## src/rtl/ps2_kbmatrix_pkg.sv

```systemverilog
// Shared types and constants for the PS/2 to Z88 key matrix decoder.
package ps2_kbmatrix_pkg;

  localparam int unsigned MAT_W    = 64;
  localparam int unsigned IDX_W    = 6;
  localparam int unsigned SKIP_LEN = 7;
  localparam int unsigned SKIP_W   = 3;

  localparam logic [7:0] CODE_E0 = 8'hE0;
  localparam logic [7:0] CODE_F0 = 8'hF0;
  localparam logic [7:0] CODE_E1 = 8'hE1;
  localparam logic [7:0] CODE_AA = 8'hAA;
  localparam logic [7:0] CODE_FC = 8'hFC;
  localparam logic [7:0] CODE_FA = 8'hFA;
  localparam logic [7:0] CODE_EE = 8'hEE;

  typedef enum logic [2:0] {
    ST_IDLE,
    ST_EXT,
    ST_BRK,
    ST_EXT_BRK,
    ST_SKIP
  } state_t;

endpackage

```

## src/rtl/ps2_kbmatrix_keymap.sv

```systemverilog
// Combinational scancode lookup: {ext,code} -> Z88 matrix index (row*8+col).
module ps2_keymap (
  input  logic [8:0] key,
  output logic [5:0] idx,
  output logic       hit
);

  always_comb begin
    idx = 6'd0;
    hit = 1'b1;
    unique case (key)
      9'h01C: idx = 6'd29;  // A
      9'h01B: idx = 6'd28;  // S
      9'h023: idx = 6'd27;  // D
      9'h02B: idx = 6'd26;  // F
      9'h015: idx = 6'd21;  // Q
      9'h01D: idx = 6'd20;  // W
      9'h024: idx = 6'd19;  // E
      9'h05A: idx = 6'd6;   // Enter
      9'h029: idx = 6'd5;   // Space
      9'h066: idx = 6'd7;   // Delete
      9'h076: idx = 6'd61;  // Escape
      9'h00D: idx = 6'd53;  // Tab
      9'h012: idx = 6'd55;  // both shifts share one matrix position
      9'h059: idx = 6'd55;
      9'h175: idx = 6'd3;   // cursor up
      9'h172: idx = 6'd4;   // cursor down
      9'h16B: idx = 6'd2;   // cursor left
      9'h174: idx = 6'd1;   // cursor right
      default: hit = 1'b0;
    endcase
  end

endmodule

```

## src/rtl/ps2_kbmatrix.sv

```systemverilog
// PS/2 scancode decoder driving a 64-bit active-low Z88 key matrix.
// Optional KBD_DEBUG_EN exposes the last received byte on kbdval.
module ps2_kbmatrix
  import ps2_kbmatrix_pkg::*;
(
  input  logic        clk,
  input  logic        reset_n,
  input  logic        code_valid,
  input  logic [7:0]  code,
  input  logic        flush,
  output logic [63:0] kbmat_out
`ifdef KBD_DEBUG_EN
  ,
  output logic [7:0]  kbdval
`endif
);

  state_t              state_q, state_d;
  logic [SKIP_W-1:0]   skip_q, skip_d;
  logic [MAT_W-1:0]    kbmat_q, kbmat_d;
  logic                ext_c, make_c, brk_c;
  logic [IDX_W-1:0]    idx_c;
  logic                hit_c;

  ps2_keymap u_keymap (
    .key (9'({ext_c, code})),
    .idx (idx_c),
    .hit (hit_c)
  );

  always_comb begin
    state_d = state_q;
    skip_d  = skip_q;
    kbmat_d = kbmat_q;
    ext_c   = 1'b0;
    make_c  = 1'b0;
    brk_c   = 1'b0;
    if (flush) begin
      // flush wins over a same-cycle byte, which is dropped
      state_d = ST_IDLE;
      skip_d  = '0;
      kbmat_d = '1;
    end else if (code_valid) begin
      unique case (state_q)
        ST_IDLE: begin
          if (code == CODE_E0) begin
            state_d = ST_EXT;
          end else if (code == CODE_F0) begin
            state_d = ST_BRK;
          end else if (code == CODE_E1) begin
            state_d = ST_SKIP;
            skip_d  = SKIP_W'(SKIP_LEN);
          end else if (code == CODE_AA || code == CODE_FC) begin
            kbmat_d = '1;
          end else if (code != CODE_FA && code != CODE_EE) begin
            make_c = 1'b1;
          end
        end
        ST_EXT: begin
          if (code == CODE_F0) begin
            state_d = ST_EXT_BRK;
          end else begin
            ext_c   = 1'b1;
            make_c  = 1'b1;
            state_d = ST_IDLE;
          end
        end
        ST_BRK: begin
          brk_c   = 1'b1;
          state_d = ST_IDLE;
        end
        ST_EXT_BRK: begin
          ext_c   = 1'b1;
          brk_c   = 1'b1;
          state_d = ST_IDLE;
        end
        ST_SKIP: begin
          skip_d = skip_q - SKIP_W'(1);
          if (skip_q <= SKIP_W'(1)) begin
            skip_d  = '0;
            state_d = ST_IDLE;
          end
        end
        default: state_d = ST_IDLE;
      endcase
      if (hit_c && make_c) kbmat_d[idx_c] = 1'b0;
      if (hit_c && brk_c)  kbmat_d[idx_c] = 1'b1;
    end
  end

  always_ff @(posedge clk or negedge reset_n) begin
    if (!reset_n) begin
      state_q <= ST_IDLE;
      skip_q  <= '0;
      kbmat_q <= '1;
    end else begin
      state_q <= state_d;
      skip_q  <= skip_d;
      kbmat_q <= kbmat_d;
    end
  end

  assign kbmat_out = kbmat_q;

`ifdef KBD_DEBUG_EN
  logic [7:0] kbdval_q, kbdval_d;

  always_comb begin
    kbdval_d = kbdval_q;
    if (code_valid) kbdval_d = code;
  end

  always_ff @(posedge clk or negedge reset_n) begin
    if (!reset_n) kbdval_q <= 8'h00;
    else          kbdval_q <= kbdval_d;
  end

  assign kbdval = kbdval_q;
`endif

endmodule

```

## config.mk

```make
export PLATFORM = sky130hd
export DESIGN_NAME = ps2_kbmatrix
export DESIGN_NICKNAME = d
export VERILOG_FILES = /design/src/rtl/ps2_kbmatrix_pkg.sv /design/src/rtl/ps2_kbmatrix_keymap.sv /design/src/rtl/ps2_kbmatrix.sv
export SDC_FILE = /design/constraint.sdc
export NUM_CORES = 1
export LEC_CHECK = 0
export CAP_MARGIN = 20
export CORE_MARGIN = 4
export CORE_UTILIZATION = 36
export CTS_CLUSTER_DIAMETER = 150
export DETAILED_ROUTE_END_ITERATION = 8
export PLACE_DENSITY = 0.64
export SLEW_MARGIN = 30
export SYNTH_ARGS = -nofsm -noshare
export SYNTH_HDL_FRONTEND = slang
export SYNTH_SLANG_ARGS = --single-unit
```

## constraint.sdc

```tcl
create_clock -name clk -period 2.4 [get_ports clk]
set_clock_uncertainty 0.05 [all_clocks]
set_input_delay 0.24 -clock clk [delete_from_list [all_inputs] [get_ports clk]]
set_output_delay 0.24 -clock clk [all_outputs]
set_load 0.03 [all_outputs]
```

==> impl_metrics.json, run 1 <==
{
  "layout-drive-gt1-share_pct": 36.52,
  "grt_max_degree": 38,
  "final_antenna_net_count": 0,
  "syn_nets": 346,
  "antenna_found_initial": 0,
  "ys_types": 60,
  "syn_area_per_cell_sq_um": 10.54,
  "cts.clk_slew.worst_paths_ns": 0.08,
  "netlist_area_sq_um": 3500,
  "rows": 35,
  "cellPowerDensity_nw_per_um2": 494.2,
  "drt_iter0_drc": 190,
  "vias": 3006,
  "sw_frac_of_total_pct": 24.08,
  "area_growth_pct": 47.91,
  "worst_pin_slew_ns": 0.7750,
  "crit_fanout": 5,
  "first_pass_iters": 4,
  "cp-end-kind": "flop",
  "drv_slew": 0,
  "yosys_warnings": 0,
  "criticalPathCategory": "flop to flop",
  "insertion_delay_ns": 0.34,
  "synth-async-reset-ratio_pct": 100.0,
  "layout_worst_path_cycle_share_pct": 94.90,
  "cts_buffer_depth": 2,
  "crit_required_ns": 2.62,
  "crit_chain": "nor4bb_1 > buf_4 > or4_4 > o32ai_4 > a211o_4 > a2bb2oi_4 > a21oi_1 > a211o_1",
  "worstPathArrival_ns": 2.49,
  "gp_congestion": 0.8610,
  "yosys-top-cells-area": "dfstp_2 48%, nand2b_1 9.1%, dfrtp_1 4.3%",
  "p_int_mw": 1.942,
  "diodes": 0,
  "clkPwrFrac_pct": 41.8,
  "p_leak_nw": 2.065,
  "utilization_pct": 55.23,
  "final_hold_viol_count": 0,
  "cts_tree": "done",
  "wl_per_cell_um": 15.48,
  "ys_seq_elements": 70,
  "power.switching_mw": 0.6159,
  "wl_mm": 9.290,
  "ir_worst_vdd_mv": 0.3096,
  "die_area_sq_um": 11360,
  "drc": 0,
  "rrSetupSlack_ns": 0.12,
  "rsz0062_at_grt": "true",
  "htreeDepth": 3,
  "design.core.area_sq_um": 9371,
  "portBuffers": 75,
  "crit_path_start_kind": "flop",
  "cts_inserted_buffers": 9,
  "synth_top_flop_cell": "dfstp_2",
  "grt_pass1_wl_mm": 15.30,
  "viasPerCell": 5.010,
  "min_period_ns": 2.278,
  "cpMaxStageDelayCell": "or4_4",
  "num-nets-final": 480,
  "ys_top_cells_by_count": "64 x dfstp_2, 51 x nand2b_1, 27 x nor2_1",
  "setup_viol": 0,
  "syn_inst": 332,
  "synth_enable_flop_cells": 0,
  "die_x_um": 106.6,
  "status": "completed",
  "clock.fmax_mhz": 439.1,
  "cts_sinks": 70,
  "finalSetupTns_ns": 0,
  "critPathMaxStageDelay_ns": 0.51,
  "synth_most_common_cell": "dfstp_2",
  "grt_overflow": 0,
  "synth_top_area_cell": "dfstp_2",
  "dieHeight_um": 106.6,
  "netlist.area_leader.share_pct": 48.05,
  "grt_use_total_pct": 16.73,
  "maxCapViolCount": 0,
  "seqPwrFrac_pct": 47.1,
  "hold_class": "input pin to flop",
  "dp_hpwl_mm": 7.005,
  "grt_pass1_vias": 3086,
  "root_buffer": "clkbuf_8",
  "slew_headroom_pct": 48.34,
  "p_comb_share_pct": 11.0,
  "pin_count": 76,
  "start_util_pct": 37.34,
  "yosysSeqAreaShare_pct": 52.34
}
-- cells by family after synthesis --
family | after synthesis | synth area share [%]
and+or+nand+nor | 150 | 25.88
DFF | 70 | 52.34
adders and majority gates | 2 | 0.7149
buffers and inverters | 30 | 4.362
muxes | 3 | 0.8581
AOI/OAI and AO/OA | 74 | 15.09
xor gates and xnor gates | 3 | 0.7509
-- worst max-delay path, delay by kind of cell, from the launching register on --
| kind | cells | cell delay, ns |
|---|---|---|
| compound gates | 5 | 0.98 |
| buf+inv | 1 | 0.16 |
| flops | 1 | 0.38 |
| simple gates | 2 | 0.64 |
-- power groups by stage --
stage                     sequential, mW  combinational [mW]  clock [mW]
after floorplan                     1.23               0.126           0
after global placement              1.22               0.272           0
after detailed placement            1.22               0.277           0
after CTS                           1.21               0.280        1.10
after global routing                1.21               0.310        1.14
final                               1.21               0.282        1.07
-- layer usage --
layer	track usage (%)	routed length (um)	vias up
met4	5.388	174	0
met2	26.44	4448	70
met5	0	0	-
met1	22.81	4281	1476
li1	-	-	1445
met3	3.793	386	15
-- path summary, 6_finish.rpt --
check / from / to / depth (start not counted)
min reg2reg: kbmat_out[59]$_DFFE_PN1P_ / kbmat_out[59]$_DFFE_PN1P_ / 1
min in group asynchronous: reset_n / state_q[0]$_DFFE_PN0P_ / 2
max reg2reg: state_q[0]$_DFFE_PN0P_ / kbmat_out[21]$_DFFE_PN1P_ / 8
max: state_q[0]$_DFFE_PN0P_ / kbmat_out[21]$_DFFE_PN1P_ / 8
min: code[4] / state_q[0]$_DFFE_PN0P_ / 6
max in group asynchronous: reset_n / kbmat_out[48]$_DFFE_PN1P_ / 3
-- cell type report --
type                            count  area [sq um]
Fill cell                         859          4195
Clock buffer                       10         137.6
Sequential cell                    70          1833
Multi-Input combinational cell    232          1575
Clock inverter                      6         92.59
Tap cell                          129         161.4
Timing Repair Buffer              147          1354
Inverter                            6         22.52
-- registers in the layout (all words and copies together) (netlist names) --
register   count
state_q        3
skip_q         3
kbmat_out     64
-- stage by stage --
stage                     area [sq um]  power, mW  hold slack [ns]  std cells  worst slack (ns)
final                             5176      2.558           0.4379        600            0.1224
after global routing              5176      2.660           0.4510        600         -0.009480
after CTS                         5102      2.587           0.4475        598           0.02647
after detailed placement          4856      1.500           0.3122        581           -0.3202
after global placement            4856      1.495           0.3103        581           -0.3582
after floorplan                   3500      1.354          -0.1056        332            0.2321
-- what timing repair did --
item | 4_1_cts | 5_1_grt
pin swaps | 0 | 1
buffers inserted | 0 | 2
hold endpoints to repair | 6 | 0
endpoints found under the setup margin | 1 | 14
hold buffers | 1 | 0
resized for setup | 1 | 13
-- cells in the final DEF, fill, tap and decap left out, types with 6 or more instances in the layout --
cell type	count
inv_1	6
clkdlybuf4s50_1	68
dfstp_2	64
nand2b_1	51
o21ai_0	13
nor2_1	27
a21oi_1	19
dlymetal6s2s_1	6
clkbuf_8	10
a31oi_1	12
buf_4	67
nand2_1	14
nand3_1	7
(Power assumes the default switching activity.)
==> run 2, diff against run 1 <==
--- a/config.mk
+++ b/config.mk
@@ -11,6 +11,7 @@
 export CTS_CLUSTER_DIAMETER = 150
 export DETAILED_ROUTE_END_ITERATION = 8
 export PLACE_DENSITY = 0.64
+export SETUP_SLACK_MARGIN = 0.4
 export SLEW_MARGIN = 30
 export SYNTH_ARGS = -nofsm -noshare
 export SYNTH_HDL_FRONTEND = slang
==> constraint.sdc (replaced) <==
create_clock -name clk -period 2.4 [get_ports clk]
set_clock_uncertainty 0.05 [all_clocks]
set_input_delay 0.48 -clock clk [delete_from_list [all_inputs] [get_ports clk]]
set_output_delay 0.48 -clock clk [all_outputs]
set_load 0.03 [all_outputs]
==> run 2 against run 1 <==
Effect of this change:
- maximum frequency is 0.47% higher
- total power is 2.0% higher
- critical endpoint unchanged
- critical path type is now input pin to flop
- largest power group unchanged
- worst setup slack better by 0.011 ns
- via count is 6.0% higher
==> impl_metrics.json, run 2 (synthesis gave the netlist of run 1 again) <==
{
  "fillers": 809,
  "worst_slack_ns": 0.1330,
  "layout-drive-gt1-share_pct": 44.94,
  "dieHeight_um": 106.6,
  "status": "completed",
  "setup_viol": 0,
  "antenna_found_initial": 0,
  "crit_chain": "dlygate4sd2_1 > nor4bb_1 > buf_4 > buf_6 > xor2_2 > nor4b_2 > a211o_4 > o21ai_4 > buf_6 > inv_1 > a211o_1",
  "critPathMaxStageDelay_ns": 0.30,
  "wl_per_cell_um": 16.47,
  "largest_register_ffs": 64,
  "clock.fmax_mhz": 441.1,
  "cts.clk_slew.worst_paths_ns": 0.07,
  "cp-end-kind": "flop",
  "final_hold_viol_count": 0,
  "finalSetupTns_ns": 0,
  "slew_headroom_pct": 64.92,
  "regArea_sq_um": 1832,
  "viasPerCell": 5.116,
  "area_growth_pct": 57.67,
  "die_x_um": 106.6,
  "portBuffers": 75,
  "worstPathArrival_ns": 2.48,
  "crit_required_ns": 2.61,
  "drt_iter0_drc": 183,
  "cts_inserted_buffers": 9,
  "multiInputGateArea_sq_um": 1727,
  "design.core.area_sq_um": 9371,
  "grt_use_total_pct": 18.43,
  "cts_buffer_depth": 2,
  "root_buffer": "clkbuf_8",
  "start_util_pct": 37.34,
  "ir_worst_vdd_mv": 0.2370,
  "cp_top_family": "compound AO/OA/AOI/OAI gates",
  "hold_class": "input pin to asynchronous set/reset pin",
  "drv_slew": 0,
  "cellPowerDensity_nw_per_um2": 472.9,
  "die_area_sq_um": 11360,
  "final_common_cell": "buf_4",
  "rsz0062_at_grt": "true",
  "cts_sinks": 70,
  "ctsHoldBuffers": 0,
  "pin_count": 76,
  "grt_pass1_vias": 3297,
  "rows": 35,
  "final_antenna_net_count": 0,
  "gp_congestion": 0.8888,
  "cts_tree": "done",
  "grt_overflow": 0,
  "layout_common_cells": "74 x buf_4, 66 x dlygate4sd2_1, 64 x dfstp_2, 50 x nand2b_1, 23 x nor2_1",
  "p_leak_nw": 2.044,
  "dp_hpwl_mm": 6.998,
  "first_pass_iters": 4,
  "cpMaxStageDelayCell": "a211o_4",
  "layout_worst_path_cycle_share_pct": 94.46,
  "wl_mm": 10.26,
  "vias": 3187,
  "maxCapViolCount": 0,
  "crit_fanout": 4,
  "min_period_ns": 2.267,
  "crit_path_start_kind": "input pin",
  "criticalPathCategory": "input pin to flop",
  "grt_pass1_wl_mm": 16.73,
  "grt_max_degree": 71,
  "insertion_delay_ns": 0.33,
  "pre_cts_ws_ns": -0.4682,
  "diodes": 0,
  "worst_pin_slew_ns": 0.5243,
  "drc": 0,
  "htreeDepth": 3,
  "path_buf_inv": 5,
  "crit_path_frequent_cell": "buf_6",
  "num-nets-final": 503
}
run 2: per-stage QoR:
stage | instance area (sq um) | std cells | power (mW) | utilization [%] | hold WS, ns
6_report | 5518 | 623 | 2.609 | 58.88 | 0.1178
5_1_grt | 5518 | 623 | 2.731 | 58.88 | 0.1257
4_1_cts | 5343 | 616 | 2.610 | 57.01 | 0.1143
3_5_place_dp | 4887 | 582 | 1.504 | 52.15 | 0.4356
3_3_place_gp | 4887 | 582 | 1.497 | 52.15 | 0.4340
2_1_floorplan | 3566 | 332 | 1.363 | - | 0.1344
run 2: metal layers:
layer | GRT usage, % | part of all wire (%) | vias to the layer above
met4 | 6.210 | 2.1 | 0
met3 | 4.576 | 5.7 | 22
met2 | 28.78 | 47 | 105
li1 | - | - | 1499
met1 | 25.08 | 45 | 1561
met5 | 0 | 0 | -
run 2: worst register-to-register path: cells and delay by family (launching register included):
family | cells | cell delay [ns]
xor+xnor | 1 | 0.17
flops | 1 | 0.38
simple gates | 2 | 0.35
buf+inv | 4 | 0.47
compound gates | 3 | 0.74
run 2: final cells by class:
type                       instances  area share, %
inverter                           6         0.4082
clock inverter                     6          1.701
multi-input combinational        232          31.29
sequential                        70          33.20
timing repair buffer             170          28.16
clock buffer                      10          2.313
tap                              129          2.925
run 2: report_power, final:
group	total [mW]	leakage [nW]	switching, mW	internal (mW)
Sequential	1.21	0.751	0.00930	1.20
Combinational	0.338	1.19	0.178	0.160
Clock	1.06	0.107	0.469	0.595
Total	2.61	2.04	0.657	1.95
run 2: repair_timing:
| action | in CTS | in global routing |
|---|---|---|
| endpoints found under the setup margin | 130 | 57 |
| hold endpoints to repair | 0 | 0 |
| pin swaps | 19 | 21 |
| gates resized for setup | 114 | 22 |
| setup buffers | 16 | 5 |
| gates cloned | 2 | 2 |
run 2: final timing paths:
| path | startpoint | end | slack, ns | cells after the start |
|---|---|---|---|---|
| min in group clk | kbmat_out[54]$_DFFE_PN1P_ | kbmat_out[54]$_DFFE_PN1P_ | 0.44 | 1 |
| hold / removal | reset_n | skip_q[1]$_DFFE_PN0P_ | 0.12 | 2 |
| max in group asynchronous | reset_n | kbmat_out[5]$_DFFE_PN1P_ | 1.86 | 2 |
| setup / recovery | flush | kbmat_out[21]$_DFFE_PN1P_ | 0.13 | 11 |
| setup reg to reg | state_q[2]$_DFFE_PN0P_ | kbmat_out[21]$_DFFE_PN1P_ | 0.17 | 10 |
| hold reg to reg | kbmat_out[54]$_DFFE_PN1P_ | kbmat_out[54]$_DFFE_PN1P_ | 0.44 | 1 |
